## src/rtl/fb_pkg.sv

```systemverilog
// rtl/fb_pkg.sv - shared framebuffer geometry, bus widths and fill FSM states
package fb_pkg;

    localparam int H_RES   = 320;
    localparam int V_RES   = 240;
    localparam int ADDR_W  = 17;
    localparam int COLOR_W = 12;

    // Coordinate width wide enough that origin + size (9-bit + 9-bit) never overflows
    localparam int CRD_W   = 10;

    typedef enum logic [1:0] {
        IDLE,
        SETUP,
        FILL,
        DONE
    } fill_state_t;

    function automatic logic [CRD_W-1:0] clip_end(
        input logic [CRD_W-1:0] org,
        input logic [CRD_W-1:0] len,
        input logic [CRD_W-1:0] lim
    );
        logic [CRD_W-1:0] e;
        e = org + len;
        return (e > lim) ? lim : e;
    endfunction

endpackage

```

## src/rtl/fb_rect_walker.sv

```systemverilog
// rtl/fb_rect_walker.sv - raster x/y walker over a clipped rectangle with row-base accumulator
module fb_rect_walker #(
    parameter int H_RES  = fb_pkg::H_RES,
    parameter int ADDR_W = fb_pkg::ADDR_W
) (
    input  logic                     clk,
    input  logic                     rst_n,
    input  logic                     load,
    input  logic                     run,
    input  logic                     stall,
    input  logic [fb_pkg::CRD_W-1:0] x0,
    input  logic [fb_pkg::CRD_W-1:0] y0,
    input  logic [fb_pkg::CRD_W-1:0] x_end,
    input  logic [fb_pkg::CRD_W-1:0] y_end,
    output logic [fb_pkg::CRD_W-1:0] x,
    output logic [fb_pkg::CRD_W-1:0] y,
    output logic [ADDR_W-1:0]        row_base,
    output logic                     last
);

    import fb_pkg::*;

    logic [CRD_W-1:0] x_start;
    logic [CRD_W-1:0] x_lim;
    logic [CRD_W-1:0] y_lim;
    logic             step;
    logic             row_wrap;

    assign step     = run && !stall;
    assign row_wrap = (x + 1'b1) == x_lim;
    assign last     = row_wrap && ((y + 1'b1) == y_lim);

    // The only multiply happens on load; each row afterwards just adds H_RES.
    always_ff @(posedge clk or negedge rst_n) begin
        if (!rst_n) begin
            x        <= '0;
            y        <= '0;
            x_start  <= '0;
            x_lim    <= '0;
            y_lim    <= '0;
            row_base <= '0;
        end else if (load) begin
            x        <= x0;
            y        <= y0;
            x_start  <= x0;
            x_lim    <= x_end;
            y_lim    <= y_end;
            row_base <= ADDR_W'(y0) * ADDR_W'(H_RES);
        end else if (step) begin
            if (row_wrap) begin
                x        <= x_start;
                y        <= y + 1'b1;
                row_base <= row_base + ADDR_W'(H_RES);
            end else begin
                x <= x + 1'b1;
            end
        end
    end

endmodule

```

## src/rtl/fb_fill_arb.sv

```systemverilog
// rtl/fb_fill_arb.sv - rectangle fill engine sharing a framebuffer port with display scanout
module fb_fill_arb #(
    parameter int H_RES   = fb_pkg::H_RES,
    parameter int V_RES   = fb_pkg::V_RES,
    parameter int ADDR_W  = fb_pkg::ADDR_W,
    parameter int COLOR_W = fb_pkg::COLOR_W
) (
    input  logic               clk,
    input  logic               rst_n,
    input  logic               disp_req,
    input  logic [ADDR_W-1:0]  disp_addr,
    input  logic               cmd_valid,
    output logic               cmd_ready,
    input  logic [8:0]         cmd_x0,
    input  logic [7:0]         cmd_y0,
    input  logic [8:0]         cmd_w,
    input  logic [7:0]         cmd_h,
    input  logic [COLOR_W-1:0] cmd_color,
    output logic [ADDR_W-1:0]  mem_addr,
    output logic               mem_we,
    output logic [COLOR_W-1:0] mem_wdata,
    output logic               busy,
    output logic               done,
    output logic               err
);

    import fb_pkg::*;

    fill_state_t        state_q;
    fill_state_t        state_d;

    logic [8:0]         x0_q;
    logic [7:0]         y0_q;
    logic [8:0]         w_q;
    logic [7:0]         h_q;
    logic [COLOR_W-1:0] color_q;
    logic               err_q;

    logic [CRD_W-1:0]   x_end;
    logic [CRD_W-1:0]   y_end;
    logic [CRD_W-1:0]   wx;
    logic [CRD_W-1:0]   wy;
    logic [ADDR_W-1:0]  row_base;
    logic               last;

    logic               accept;
    logic               zero_size;
    logic               off_screen;
    logic               fill_wr;

    assign accept     = cmd_valid && cmd_ready;
    assign x_end      = clip_end({1'b0, x0_q}, {1'b0, w_q}, CRD_W'(H_RES));
    assign y_end      = clip_end({2'b0, y0_q}, {2'b0, h_q}, CRD_W'(V_RES));
    assign zero_size  = (w_q == '0) || (h_q == '0);
    assign off_screen = ({1'b0, x0_q} >= CRD_W'(H_RES)) || ({2'b0, y0_q} >= CRD_W'(V_RES));
    // Display always wins the port; the walker stalls on the same signal.
    assign fill_wr    = (state_q == FILL) && !disp_req;

    fb_rect_walker #(
        .H_RES  (H_RES),
        .ADDR_W (ADDR_W)
    ) u_walker (
        .clk      (clk),
        .rst_n    (rst_n),
        .load     (state_q == SETUP),
        .run      (state_q == FILL),
        .stall    (disp_req),
        .x0       ({1'b0, x0_q}),
        .y0       ({2'b0, y0_q}),
        .x_end    (x_end),
        .y_end    (y_end),
        .x        (wx),
        .y        (wy),
        .row_base (row_base),
        .last     (last)
    );

    always_ff @(posedge clk or negedge rst_n) begin
        if (!rst_n) begin
            state_q <= IDLE;
            x0_q    <= '0;
            y0_q    <= '0;
            w_q     <= '0;
            h_q     <= '0;
            color_q <= '0;
            err_q   <= 1'b0;
        end else begin
            state_q <= state_d;
            if (accept) begin
                x0_q    <= cmd_x0;
                y0_q    <= cmd_y0;
                w_q     <= cmd_w;
                h_q     <= cmd_h;
                color_q <= cmd_color;
            end
            if (state_q == SETUP) begin
                err_q <= off_screen;
            end
        end
    end

    always_comb begin
        state_d   = state_q;
        cmd_ready = 1'b0;
        busy      = 1'b1;
        done      = 1'b0;
        err       = 1'b0;
        case (state_q)
            IDLE: begin
                cmd_ready = 1'b1;
                busy      = 1'b0;
                if (cmd_valid) begin
                    state_d = SETUP;
                end
            end
            SETUP: begin
                if (off_screen || zero_size) begin
                    state_d = DONE;
                end else begin
                    state_d = FILL;
                end
            end
            FILL: begin
                if (fill_wr && last) begin
                    state_d = DONE;
                end
            end
            DONE: begin
                done    = 1'b1;
                err     = err_q;
                state_d = IDLE;
            end
            default: begin
                state_d = IDLE;
            end
        endcase
    end

    always_comb begin
        mem_addr  = disp_addr;
        mem_we    = 1'b0;
        mem_wdata = '0;
        if (fill_wr) begin
            mem_addr  = row_base + ADDR_W'(wx);
            mem_we    = 1'b1;
            mem_wdata = color_q;
        end
    end

    logic unused_wy;
    assign unused_wy = ^wy;

endmodule

```

## config.mk

```make
export PLATFORM = sky130hd
export DESIGN_NAME = fb_fill_arb
export DESIGN_NICKNAME = d
export VERILOG_FILES = /design/src/rtl/fb_pkg.sv /design/src/rtl/fb_rect_walker.sv /design/src/rtl/fb_fill_arb.sv
export SDC_FILE = /design/constraint.sdc
export NUM_CORES = 1
export LEC_CHECK = 0
export ABC_CLOCK_PERIOD_IN_PS = 3660
export CAP_MARGIN = 20
export CORE_MARGIN = 5
export CORE_UTILIZATION = 55
export DETAILED_ROUTE_END_ITERATION = 8
export GPL_TIMING_DRIVEN = 0
export PLACE_DENSITY = 0.87
export SKIP_CTS_REPAIR_TIMING = 1
export SYNTH_ARGS = -nofsm -noshare
export SYNTH_HDL_FRONTEND = slang
export SYNTH_SLANG_ARGS = --single-unit
```

## constraint.sdc

```tcl
create_clock -name clk -period 3.66 [get_ports clk]
set_clock_uncertainty 0.15 [all_clocks]
set_input_delay 0.366 -clock clk [delete_from_list [all_inputs] [get_ports clk]]
set_output_delay 0.366 -clock clk [all_outputs]
set_load 0.01 [all_outputs]
```

# Word-level counts from Yosys, hierarchy flattened
# Index checks and enable logic that the tools add are counted.
# classes
n_lt_le_gt_ge	4
mux	22
reduce_logical	15
n_mul	1
eq_ne	7
n_addsub	6
# ops
cell	count
$mux W10	7
$mux W17	4
$add A10 B1 Y10 const B	2
$eq A10 B10 Y1	2
$add A17 B10 Y17	1
$add A17 B9 Y17 const B	1
$mux W12	1
$mul A8 B3 Y11 const B	1
$add A9 B9 Y10	1
$gt A10 B9 Y1 const B	1
$add A8 B8 Y9	1
$ge A9 B9 Y1 const B	1
$gt A9 B8 Y1 const B	1
$logic_not A9 Y1	1
$mux W9	1
$ge A8 B8 Y1 const B	1
$logic_not A8 Y1	1
$pmux W2 S4	1
$mux W1	6
$eq A2 B2 Y1 const B	2
$logic_and A1 B1 Y1	4
$mux W2	2
$ne A2 B2 Y1 const B	2
$reduce_and A2 Y1	2
other kinds (5)	8
# totals
out_inout_bits	34
reg_bits	115
inputBits	67
word_cells	68

# Depth between registers and ports, before layout
# logic_depth
depth_word	6
ltp_mapped	11
ltp_nobuf	11

# Hierarchy
# Synthesis repeated with hierarchy kept, for this count alone.
# unflattened
cells_unflattened	747
hier_area_um2	7488.4
# by_module_without_submodules
mod	area_per_inst_um2	seq_area_each_um2	cells_each	n_inst
fb_rect_walker	3901.2	1526.5	384	1
fb_fill_arb	3587.2	1226.2	363	1

# Worst setup path before layout
# Ideal clock, no wire load.
# synth_timing
kind	register -> register
start	register u_walker.y[0] in the netlist's numbering
end	register state_q[1]
path_buffers	0
t_arrival_ns	2.473
setup_slack_ns	0.912
setup_ns	0.125
period_less_slack_ns	2.748
t_required_ns	3.385
stages_incl_launch_ff	9
path_cell_list	dfrtp_1 > ha_1 > nand3_1 > or4_1 > o21a_1 > a2111oi_0 > a41oi_1 > a21oi_1 > mux2_2
# synth_via
elab_chain_len	6
# synth_rtl
element	line_no	text
from (decl)	fb_rect_walker.sv:16	output logic [fb_pkg::CRD_W-1:0] y,
from (signal assigned)	fb_rect_walker.sv:44	y <= y0;
from (signal assigned)	fb_rect_walker.sv:52	y <= y + 1'b1;
$add A10 B1 Y10	fb_rect_walker.sv:31	assign last = row_wrap && ((y + 1'b1) == y_lim);
$eq A10 B10 Y1	fb_rect_walker.sv:31	
$logic_and A1 B1 Y1	fb_rect_walker.sv:31	
$logic_and A1 B1 Y1	fb_fill_arb.sv:124	if (fill_wr && last) begin
$ne A2 B2 Y1 (no line)	n/a	
$reduce_and A2 Y1 (no line)	n/a	
to (signal assigned)	fb_fill_arb.sv:88	state_q <= state_d;
to (decl)	fb_fill_arb.sv:29	fill_state_t state_q;
# Every way passes these cells.
# A chain may end at the register's enable or synchronous reset.

# Final worst setup path
# layout_timing
start	register state_q[0]
end	output port mem_addr[11]
# layout_via
elab_chain_len	3
# layout_rtl
element	line_no	text
$eq A2 B2 Y1	fb_fill_arb.sv:57	assign fill_wr = (state_q == FILL) && !disp_req;
$logic_and A1 B1 Y1	fb_fill_arb.sv:57	
$mux W17	fb_fill_arb.sv:143	if (fill_wr) begin
to (decl)	fb_fill_arb.sv:19	output logic [ADDR_W-1:0] mem_addr,
# Every way passes these cells.

==> reports/results.ini <==
[synthesis]
syn_avg_cell_area_um2 = 9.70
yosys.area.top_type = dfrtp_1
syn_inst = 722
ys_ff_latch = 108
synth_edf_count = 0
synth_top_cell_area_share_pct = 38.6
synth-main-ff-cell = dfrtp_1
ys_warn_count = 0
ys_top_cells_by_area = dfrtp_1, mux2_2, ha_1
yosysSeqAreaShare_pct = 38.6
async_reset_ff_share_pct = 100
syn-num-nets = 833
synthDistinctLibCells = 71
syn_area_um2 = 7010

[flow_run]
drv_cap = 0

[floorplan]
ios = 101
die_x_um = 123
rows = 41
start_util_pct = 55.7
die_area_um2 = 15100
coreArea_um2 = 12600
die_h_um = 123

[worst_setup_path]
crit_arrival_ps = 2900
cpLargestDelayFamily = buffers and inverters
required_ps = 3140
crit_buf_inv = 5
path_max_fanout = 10
cpMostUsedCell = clkbuf_2
r2r_cells = 8
crit_chain = inv_1, ha_1, nand2b_1, clkbuf_1, clkbuf_2, clkbuf_2, nand2_1, o21ai_0, clkdlybuf4s50_1
criticalPathCategory = reg -> out
slowest_delay_ps = 560
crit_slowest_cell = clkdlybuf4s50_1
regToRegEndpoint = state_q[1]
start_kind = flip-flop
reg2reg_slack_ps = 280
timing.rr.start = u_walker.y[0]
critPathCaptureType = primary output

[drt]
routedWlPerCell_um = 18.0
drt_iter0_drc = 410
finalWirelength_um = 18300
vias_per_cell = 5.99
dr.pass1.iters = 6
drc = 0
dr_total_vias = 6071
antenna_left = 0

[cells_and_area]
drive_above_1_share_pct = 12.2
syn2layout_area_growth_pct = 22.6
antenna_cells = 0
final_core_util_pct = 68.3
final_cells = 1013
final_nets = 947
final_cell_mix = dfrtp_1, clkdlybuf4s50_1, nand2_1, mux2_2, xnor2_1
final_common_cell = dfrtp_1

[clock_network]
clk_latency_ps = 350
cts_htree_levels = 3
cts.clk_slew.worst_paths_ps = 80
cts_sinks = 108
tritoncts = yes
clock-root-buffer = clkbuf_16
cts_max_path_buffers = 2
cts_made_buffers = 9

[hold_path]
min_path_cells = 1
hold_class = reg -> reg
worstHoldStart = color_q[6]
hold_end = color_q[6]

[timing]
whs_ps = 352
tightest_slew_ps = 737
slew_headroom_pct = 50.9
fmax_mhz = 293
period_share_pct = 93.4
fin_setup_tns_ps = 0
maxSlewViolCount = 0
period_needed_ps = 3420
rsz0062_at_grt = false
hold_viol = 0
finalSetupViolCount = 0

[global_route]
track_usage_pct = 24.7
grt_antenna_before_repair = 0
grt_pass1_vias = 5994
grt_pass1_wl_um = 29700
grt_overflow = 0
grt_start_max_net_pins = 70

[pwr]
p_per_area_nw_per_um2 = 957
totalPowerFinal_mw = 8.22
irDropWorstVdd_mv = 0.490
p_leak_nw = 3.58

[placement]
gp_congestion = 0.913
portBuffers = 100
dp_cells = 996
hpwl_um = 13400

[run_status]
status = complete, no violations

[layer usage]
metal	GRT usage, %	vias to the layer above	part of all wire (%)
li1	-	2843	-
met1	33.7	2907	42
met2	39.7	286	46
met3	4.42	35	9.4
met4	8.82	0	2.2
met5	0	-	0
[power breakdown]
group | leakage, nW | switching, mW | internal, mW
clock | 0.152 | 0.469 | 0.561
sequential | 1.30 | 0.593 | 1.77
combinational | 2.13 | 2.60 | 2.23
total | 3.58 | 3.66 | 4.56
[Yosys cell counts (7+ instances only)]
cell type and n:
nand2_1 64, a21oi_1 22, nor4_1 20, dfrtp_1 108, o21ai_0 42, clkbuf_1 25
ha_1 41, o31ai_1 8, xnor2_1 45, nand3_1 24, nor2_1 34, mux2i_1 7
nor2b_1 7, buf_2 7, nor3_1 9, a21o_1 8, and2_1 16, or4_1 7
inv_1 32, a211oi_1 8, xor2_1 20, nand4_1 10, mux2_2 54
[how the worst max path moves through the flow]
stage,slack [ps],to,start,cells past startpoint
2_1_floorplan,910,state_q[1],u_walker.y[0],8
3_3_place_gp,-1970,color_q[6],rst_n,1
3_5_place_dp,220,state_q[1],u_walker.y[0],8
4_1_cts,-40,mem_addr[11],state_q[0],9
5_1_grt,5,state_q[1],u_walker.y[0],8
6_report,240,mem_addr[11],state_q[0],9
[final cells by class]
cell class,count,area (um2)
multi-input cells,541,4010
fillers,939,3980
flip-flops and latches,108,2700
repair buffers,103,1040
clock buffers,11,243
well taps,172,215
plain buffers,39,176
inverters,34,130
clock inverters,5,67.6
[state kept, by name, indices dropped and copies added, names as in the netlist, 9 cells and up]
signal             count
color_q               12
u_walker.row_base     11
u_walker.x            10
u_walker.x_lim        10
u_walker.y            10
u_walker.x_start       9
u_walker.y_lim         9
w_q                    9
x0_q                   9
[cells by family after synthesis]
group / count (synthesis) / share of synthesized area [%]
xor+xnor: 66 / 8.36
mux: 61 / 9.68
buf+inv: 73 / 4.29
simple gates: 214 / 15.6
fa+ha+maj: 44 / 8.18
other cells: 1 / 0.0535
compound gates: 155 / 15.3
flops: 108 / 38.6
[stage by stage]
step | setup WS [ps] | instance area, um2
global placement | -1970 | 8220
floorplan | 912 | 7010
CTS | -38.0 | 8570
detailed placement | 223 | 8260
global route | 4.93 | 8590
finish | 242 | 8590
Note: power is estimated with default switching activity, not from simulation.
